===== config.mk =====
export PLATFORM = sky130hd
export DESIGN_NAME = if_fetch_unit
export DESIGN_NICKNAME = d
export VERILOG_FILES = /design/src/rtl/if_fetch_unit.sv
export SDC_FILE = /design/constraint.sdc
export NUM_CORES = 1
export LEC_CHECK = 0
export ABC_AREA = 0
export CAP_MARGIN = 20
export CORE_MARGIN = 4
export CORE_UTILIZATION = 25
export DETAILED_ROUTE_END_ITERATION = 12
export PLACE_DENSITY = 0.61
export SYNTH_ARGS = -nofsm -noshare
export SYNTH_HDL_FRONTEND = slang
export SYNTH_SLANG_ARGS = --single-unit

===== constraint.sdc =====
create_clock -name clk -period 5.61 [get_ports clk]
set_input_delay 0.561 -clock clk [delete_from_list [all_inputs] [get_ports clk]]
set_output_delay 0.561 -clock clk [all_outputs]
set_load 0.02 [all_outputs]

===== src/rtl/if_fetch_unit.sv =====
// Instruction fetch unit: owns the PC, issues one instruction-memory request
// at a time, and presents an instruction / PC+4 pair (or an all-zero bubble)
// to the IF/ID pipeline register. Redirects discard in-flight or held work.
module if_fetch_unit #(
  parameter logic [31:0] RESET_PC = 32'h0000_0000
) (
  input  logic        clk,
  input  logic        rst,
  input  logic        stall,
  input  logic        redirect,
  input  logic [31:0] redirect_pc,
  output logic        imem_req,
  output logic [31:0] imem_addr,
  input  logic        imem_gnt,
  input  logic        imem_rvalid,
  input  logic [31:0] imem_rdata,
  output logic        fetch_valid,
  output logic [31:0] fetch_instruction,
  output logic [31:0] fetch_pc_plus_4
);

  localparam logic [1:0] S_IDLE  = 2'd0;
  localparam logic [1:0] S_FETCH = 2'd1;
  localparam logic [1:0] S_WAIT  = 2'd2;
  localparam logic [1:0] S_HOLD  = 2'd3;

  logic [1:0]  state_q, state_d;
  logic [31:0] pc_q, pc_d;
  logic        discard_q, discard_d;
  logic        fetch_valid_q, fetch_valid_d;
  logic [31:0] fetch_instr_q, fetch_instr_d;
  logic [31:0] fetch_pc4_q, fetch_pc4_d;

  logic [31:0] redir_target;
  logic [31:0] pc_plus_4;

  assign redir_target = redirect_pc & ~32'h0000_0003;
  assign pc_plus_4    = pc_q + 32'd4;

  // Next-state, PC and output-register update; redirect outranks everything.
  always_comb begin
    state_d       = state_q;
    pc_d          = pc_q;
    discard_d     = discard_q;
    fetch_valid_d = fetch_valid_q;
    fetch_instr_d = fetch_instr_q;
    fetch_pc4_d   = fetch_pc4_q;
    case (state_q)
      S_IDLE: begin
        state_d = S_FETCH;
        if (redirect) begin
          pc_d = redir_target;
        end else begin
          pc_d = pc_q;
        end
      end
      S_FETCH: begin
        if (redirect) begin
          pc_d = redir_target;
          if (imem_gnt) begin
            // Old-PC request was accepted: its response must be thrown away.
            state_d   = S_WAIT;
            discard_d = 1'b1;
          end else begin
            state_d = S_FETCH;
          end
        end else if (imem_gnt) begin
          state_d = S_WAIT;
        end else begin
          state_d = S_FETCH;
        end
      end
      S_WAIT: begin
        if (redirect) begin
          pc_d = redir_target;
          if (imem_rvalid) begin
            state_d   = S_FETCH;
            discard_d = 1'b0;
          end else begin
            discard_d = 1'b1;
          end
        end else if (imem_rvalid) begin
          if (discard_q) begin
            discard_d = 1'b0;
            state_d   = S_FETCH;
          end else begin
            state_d       = S_HOLD;
            fetch_valid_d = 1'b1;
            fetch_instr_d = imem_rdata;
            fetch_pc4_d   = pc_plus_4;
          end
        end else begin
          state_d = S_WAIT;
        end
      end
      S_HOLD: begin
        if (redirect) begin
          state_d       = S_FETCH;
          pc_d          = redir_target;
          fetch_valid_d = 1'b0;
          fetch_instr_d = 32'd0;
          fetch_pc4_d   = 32'd0;
        end else if (!stall) begin
          state_d       = S_FETCH;
          pc_d          = pc_plus_4;
          fetch_valid_d = 1'b0;
          fetch_instr_d = 32'd0;
          fetch_pc4_d   = 32'd0;
        end else begin
          state_d = S_HOLD;
        end
      end
      default: begin
        state_d       = S_IDLE;
        discard_d     = 1'b0;
        fetch_valid_d = 1'b0;
        fetch_instr_d = 32'd0;
        fetch_pc4_d   = 32'd0;
      end
    endcase
  end

  // State and output registers with asynchronous reset.
  always_ff @(posedge clk or posedge rst) begin
    if (rst) begin
      state_q       <= S_IDLE;
      pc_q          <= RESET_PC;
      discard_q     <= 1'b0;
      fetch_valid_q <= 1'b0;
      fetch_instr_q <= 32'd0;
      fetch_pc4_q   <= 32'd0;
    end else begin
      state_q       <= state_d;
      pc_q          <= pc_d;
      discard_q     <= discard_d;
      fetch_valid_q <= fetch_valid_d;
      fetch_instr_q <= fetch_instr_d;
      fetch_pc4_q   <= fetch_pc4_d;
    end
  end

  // Request signals decode registered state only.
  assign imem_req          = (state_q == S_FETCH);
  assign imem_addr         = pc_q;
  assign fetch_valid       = fetch_valid_q;
  assign fetch_instruction = fetch_instr_q;
  assign fetch_pc_plus_4   = fetch_pc4_q;

endmodule


==> results.py, run 1 <==
metrics = {
    "sta": {
        "fin_crit_sh_pct": 55.2,
        "final_max_slew_viol_count": 0,
        "rsz0062_at_grt": "no",
        "slew_headroom_pct": 31.1,
        "clock.fmax_ghz": 0.323,
        "period_minus_slack_ns": 3.10,
        "fin_hold_ws_ns": 0.480,
        "setup_viol": 0,
        "hold_viol_final": 0,
        "tightest_slew_ns": 1.03,
        "setup-tns-final_ns": 0,
        "worst_clock_skew_ns": 0.00954,
    },
    "yosys": {
        "synth_cells": 461,
        "yosys.area.top_type": "dfrtp_1",
        "synth-seq-area-share_pct": 52.3,
        "synthXorXnorAreaFrac_pct": 5.66,
        "synthSimpleGateAreaFrac_pct": 19.2,
        "synthAdderAreaFrac_pct": 0.269,
        "yosys_warnings": 0,
        "synth_flop_cell": "dfrtp_1",
        "ys_types": 49,
        "synth_edf_count": 0,
        "synth_top_family_by_area": "simple AND/OR/NAND/NOR gates",
        "synth_area_leaders": "dfrtp_1 52%, a22o_1 6.4%, nand2_1 4.8%, o21ai_0 4.1%, xnor2_1 3.4%",
        "synthesis.area_mm2": 0.00464,
        "synth_mux_area_share_pct": 0.242,
        "synth_compound_area_share_pct": 18.8,
        "syn_avg_cell_area_um2": 10.1,
        "ys_ff_latch": 97,
        "synth_top_area_share_pct": 52.3,
        "async_reset_ff_share_pct": 100,
    },
    "power_and_ir_drop": {
        "power.static_leakage_nw": 2.77,
        "combPwrFrac_pct": 33.3,
        "ir_worst_vdd_v": 0.000147,
        "p_seq_share_pct": 38.7,
        "p_clk_share_pct": 27.9,
        "p_sw_mw": 0.889,
        "powerDensity_mw_per_mm2": 364,
        "p_sw_share_pct": 35.9,
        "intPower_mw": 1.59,
    },
    "worst_setup_path": {
        "r2r-end": "imem_addr[30]",
        "cp_slowest_stage_delay_ns": 0.94,
        "r2r_slack_ns": 3.28,
        "crit_chain": "clkdlybuf4s50_1 > nor2b_1 > and2_1 > nand2_1 > o22ai_1 > a2bb2oi_1",
        "worstPathMaxFanout": 29,
        "rr_worst_depth": 6,
        "startpoint_type": "input port",
        "cp_slowest_cell": "clkdlybuf4s50_1",
        "r2r_start": "imem_addr[2]",
        "cp.required_ns": 5.82,
        "critPathKind": "input port to flip-flop",
        "endpoint_kind": "flip-flop",
        "worstPathArrival_ns": 3.30,
    },
    "die": {
        "initial_core_util_pct": 25.6,
        "die-width_um": 144,
        "coreArea_mm2": 0.0181,
        "num_io_pins": 168,
        "die_h_um": 144,
        "dieArea_mm2": 0.0208,
        "rows": 49,
    },
    "detailed_routing": {
        "drtIter0Drc": 276,
        "vias": 4188,
        "wl_per_cell_um": 18.6,
        "via_per_inst": 4.97,
        "drt_pre_antenna_iters": 5,
        "antenna_left": 0,
        "wl_um": 15700,
        "drcViolationCount": 0,
    },
    "cts": {
        "cts_hold_buf": 0,
        "clock-sinks": 97,
        "ctsResizeCount": 0,
        "clk_pin_slew_ns": 0.07,
        "cts_buffers": 9,
        "cts_setup_buffers": 0,
        "h-tree-depth": 3,
        "worst_skew_pair.late_latency_ns": 0.35,
        "tritoncts": "yes",
        "cts_root_buf": "clkbuf_16",
        "cts_max_path_buffers": 2,
    },
    "worst_hold_path": {
        "whs_endpoint": "fetch_pc_plus_4[2]",
        "hp-start": "fetch_pc_plus_4[2]",
        "holdPathStages": 2,
        "hold_path.class": "flip-flop to flip-flop",
    },
    "place": {
        "gp_congestion": 0.779,
        "dp_hpwl_um": 11100,
        "port_buffers": 163,
    },
    "global_route": {
        "grt-ovfl-total": 0,
        "grt_max_degree": 58,
        "grt_pass1_vias": 4468,
        "grt_use_total_pct": 15.2,
        "antenna_found_initial": 0,
        "grt_pass1_wl_um": 24700,
    },
    "status": {
        "outcome": "finished clean",
    },
    "cells_and_area": {
        "final_nets": 679,
        "drive_above_1_share_pct": 6.04,
        "area_delta_synth_final_pct": 46.6,
        "diodes": 0,
    },
    "run": {
        "cap_violations": 0,
    },
}
## stage by stage
stage | cells | total power [mW] | area, µm² | util (%) | worst slack (ns)
floorplan | 462 | 1.40 | 4650 | - | 2.52
global placement | 825 | 1.79 | 6470 | 35.6 | 2.20
detailed placement | 825 | 1.80 | 6470 | 35.6 | 2.10
CTS | 841 | 2.51 | 6800 | 37.5 | 2.50
global route | 842 | 2.63 | 6810 | 37.5 | 2.25
finish | 842 | 2.48 | 6810 | 37.5 | 2.51
## metal layers
metal | vias to the layer above | part of all wire (%) | GRT usage [%]
met1 | 2097 | 44 | 20.1
met3 | 22 | 5.0 | 2.84
li1 | 1953 | - | -
met5 | - | 0 | 0
met2 | 116 | 48 | 24.1
met4 | 0 | 2.5 | 7.22
## critical path: cells and delay by family
family | cells | cell delay, ns
compound gates | 2 | 0.27
buf+inv | 1 | 0.94
simple gates | 3 | 1.51
## worst max-delay path by stage
stage | from | end | slack, ns
2_1_floorplan | rst | discard_q | 2.52
3_3_place_gp | redirect | fetch_pc_plus_4[10] | 2.20
3_5_place_dp | redirect | fetch_pc_plus_4[6] | 2.10
4_1_cts | redirect | fetch_instruction[25] | 2.50
5_1_grt | redirect | imem_addr[15] | 2.25
6_report | redirect | imem_addr[16] | 2.51
## power by group through the flow
stage | clock, mW | sequential, mW | combinational (mW)
after floorplan | 0 | 1.05 | 0.356
after global placement | 0 | 0.962 | 0.823
after detailed placement | 0 | 0.970 | 0.835
after CTS | 0.713 | 0.960 | 0.839
after global routing | 0.743 | 0.981 | 0.902
final | 0.692 | 0.960 | 0.826
## Yosys cell counts, types with 10 or more instances
master    number
dfrtp_1       97
nand2_1       60
o21ai_0       38
a22o_1        34
nor2_1        31
clkbuf_1      22
a21oi_1       20
xnor2_1       18
nor3_1        15
and3_1        12
xor2_1        12
nand3_1       10
## kinds of logic (layout without fill, tap and decap cells)
| logic type | after synthesis | after routing |
|---|---|---|
| AND/OR/NAND/NOR | 164 | 164 |
| flip-flops | 97 | 97 |
| XOR/XNOR | 30 | 30 |
| other | 1 | 2 |
| adder cells (fa/ha/maj) | 1 | 1 |
| AO/OA/AOI/OAI | 130 | 130 |
| multiplexers | 1 | 1 |
| buffers and inverters | 37 | 188 |
## area by class of cell
class | count | area, µm²
clock inverter | 5 | 77.6
inverter | 4 | 17.5
timing repair buffer | 168 | 1670
tap | 229 | 287
fill | 1804 | 11300
multi-input combinational | 328 | 2080
sequential | 97 | 2430
clock buffer | 11 | 253
## cell usage in the layout, fill, tap and decap left out, types with 3 or more instances in the layout
cell / Yosys / layout
a31oi_1: 3 / 3
a2bb2oi_1: 3 / 3
clkdlybuf4s50_1: 0 / 163
and3_1: 12 / 12
inv_1: 4 / 3
nand2_1: 60 / 60
dfrtp_1: 97 / 97
xnor2_1: 18 / 18
a21oi_1: 20 / 20
a22o_1: 34 / 34
o22ai_1: 7 / 7
a311oi_1: 4 / 4
nand3_1: 10 / 10
nor3_1: 15 / 15
a211oi_1: 5 / 5
and4_1: 5 / 5
and2_1: 3 / 3
o21ai_1: 5 / 5
o21ai_0: 38 / 38
nor2_1: 31 / 31
nand4_1: 7 / 7
buf_4: 4 / 5
nor3b_1: 3 / 3
nor4_4: 3 / 3
clkbuf_16: 0 / 9
xor2_1: 12 / 12
## flip-flops by register name, summed over array words and instances, names as in the netlist
| register | flops |
|---|---|
| fetch_instruction | 32 |
| fetch_pc_plus_4 | 31 |
| imem_addr | 30 |
| state_q | 2 |
| discard_q | 1 |
| fetch_valid | 1 |
No activity file was read; power rests on OpenSTA's default activity.
==> inputs of run 2 (changes only) <==
--- a/config.mk
+++ b/config.mk
@@ -10,7 +10,7 @@
 export CORE_MARGIN = 4
 export CORE_UTILIZATION = 25
 export DETAILED_ROUTE_END_ITERATION = 12
-export PLACE_DENSITY = 0.61
+export PLACE_DENSITY = 0.63
 export SYNTH_ARGS = -nofsm -noshare
 export SYNTH_HDL_FRONTEND = slang
 export SYNTH_SLANG_ARGS = --single-unit
==> constraint.sdc (replaced) <==
create_clock -name clk -period 2.65 [get_ports clk]
set_input_delay 0.265 -clock clk [delete_from_list [all_inputs] [get_ports clk]]
set_output_delay 0.265 -clock clk [all_outputs]
set_load 0.02 [all_outputs]
==> results.py, run 2 (same netlist as run 1, synthesis figures left out) <==
metrics = {
    "power_and_ir_drop": {
        "combPwrFrac_pct": 35.1,
        "p_sw_mw": 1.92,
        "power_mw": 5.10,
        "p_sw_share_pct": 37.7,
        "powerDensity_mw_per_mm2": 743,
        "intPower_mw": 3.18,
        "power.static_leakage_nw": 2.80,
        "p_clk_share_pct": 25.1,
        "ir_worst_vdd_v": 0.000329,
        "p_seq_share_pct": 39.7,
    },
    "die": {
        "die-width_um": 144,
        "dieArea_mm2": 0.0208,
        "rows": 49,
        "num_io_pins": 168,
        "coreArea_mm2": 0.0181,
        "initial_core_util_pct": 25.6,
        "die_h_um": 144,
    },
    "detailed_routing": {
        "wl_per_cell_um": 17.5,
        "drcViolationCount": 0,
        "drtIter0Drc": 153,
        "vias": 4089,
        "via_per_inst": 4.79,
        "antenna_left": 0,
        "drt_pre_antenna_iters": 4,
        "wl_um": 15000,
    },
    "place": {
        "port_buffers": 163,
        "gp_congestion": 0.807,
        "dp_hpwl_um": 11000,
        "pre_cts_ws_ns": 0.510,
        "place_area_mm2": 0.00657,
    },
    "cts": {
        "ctsResizeCount": 0,
        "cts_max_path_buffers": 2,
        "cts_setup_buffers": 0,
        "h-tree-depth": 3,
        "cts_root_buf": "clkbuf_16",
        "clock-sinks": 97,
        "tritoncts": "yes",
        "cts_hold_buf": 0,
        "worst_skew_pair.late_latency_ns": 0.36,
        "clk_pin_slew_ns": 0.08,
        "cts_buffers": 9,
    },
    "cells_and_area": {
        "diodes": 0,
        "final_nets": 690,
        "fill_cells": 1803,
        "largest_register_ffs": 32,
        "ff_latch_area_mm2": 0.00243,
        "area_delta_synth_final_pct": 47.7,
        "drive_above_1_share_pct": 7.69,
        "mostFrequentLayoutCell": "clkdlybuf4s50_1",
        "stdcell_area_mm2": 0.00686,
        "multi_input_area_mm2": 0.00208,
        "mostFrequentLayoutCells": "163 x clkdlybuf4s50_1, 97 x dfrtp_1, 60 x nand2_1",
    },
    "worst_setup_path": {
        "critPathKind": "flip-flop to output port",
        "r2r_slack_ns": 0.52,
        "worstPathArrival_ns": 1.92,
        "cp.required_ns": 2.38,
        "worstPathMaxFanout": 11,
        "endpoint_kind": "output port",
        "critPathCapture": "imem_req",
        "startpoint_type": "flip-flop",
        "r2r_start": "imem_addr[2]",
        "r2r-end": "imem_addr[30]",
        "critPathLaunch": "state_q[0]",
        "rr_worst_depth": 6,
    },
    "global_route": {
        "grt_max_degree": 63,
        "antenna_found_initial": 0,
        "grt_pass1_wl_um": 23200,
        "grt_use_total_pct": 14.3,
        "grt-ovfl-total": 0,
        "grt_pass1_vias": 4187,
    },
    "sta": {
        "fin_crit_sh_pct": 82.4,
        "final_max_slew_viol_count": 0,
        "tightest_slew_ns": 0.561,
        "slew_headroom_pct": 62.5,
        "hold_viol_final": 0,
        "period_minus_slack_ns": 2.18,
        "setup_viol": 0,
        "rsz0062_at_grt": "no",
        "setup-tns-final_ns": 0,
        "setup_slack_ns": 0.465,
        "worst_clock_skew_ns": 0.0144,
        "clock.fmax_ghz": 0.458,
    },
    "status": {
        "outcome": "finished clean",
    },
    "run": {
        "cap_violations": 0,
    },
    "worst_hold_path": {
        "hold_path.class": "input port to async pin",
    },
}
==> run 2: power by group through the flow <==
stage | Sequential (mW) | Combinational [mW] | Clock (mW)
6_report | 2.02 | 1.79 | 1.28
3_3_place_gp | 2.02 | 1.79 | 0
5_1_grt | 2.07 | 1.95 | 1.38
3_5_place_dp | 2.05 | 1.81 | 0
4_1_cts | 2.02 | 1.82 | 1.33
2_1_floorplan | 2.21 | 0.753 | 0
==> run 2: layer usage <==
layer / routed length (µm) / track usage [%] / up-vias
met5: 0 / 0 / -
met4: 221 / 3.04 / 0
met3: 1100 / 4.53 / 14
met2: 7010 / 23.4 / 143
met1: 6630 / 18.6 / 1953
li1: - / - / 1979
==> run 2: final cells by class <==
cell class | count | area share, %
inverters | 4 | 0.274
clock buffers | 9 | 3.28
well taps | 229 | 4.18
multi-input cells | 328 | 30.3
clock inverters | 7 | 0.876
repair buffers | 179 | 25.7
flip-flops and latches | 97 | 35.4
==> run 2: critical path: stages, from the launching register on <==
cell and delay [ns]:
dfrtp_1 0.58, inv_1 0.19, nor2_1 0.13, clkdlybuf4s50_1 0.66
==> run 2: worst min-delay path by stage <==
stage / endpoint / slack, ns
final: fetch_instruction[12] / 0.19
after global routing: fetch_instruction[18] / 0.18
after CTS: fetch_instruction[14] / 0.17
after detailed placement: fetch_pc_plus_4[5] / 0.47
after global placement: fetch_valid / 0.46
after floorplan: discard_q / 0.37
==> run 2: metrics by stage <==
| step | utilization (%) | std cells | hold slack, ns |
|---|---|---|---|
| after global placement | 36.2 | 837 | 0.465 |
| after CTS | 37.8 | 853 | 0.172 |
| final | 37.8 | 853 | 0.192 |
| after floorplan | - | 462 | 0.369 |
| after detailed placement | 36.2 | 837 | 0.470 |
| after global routing | 37.8 | 853 | 0.178 |
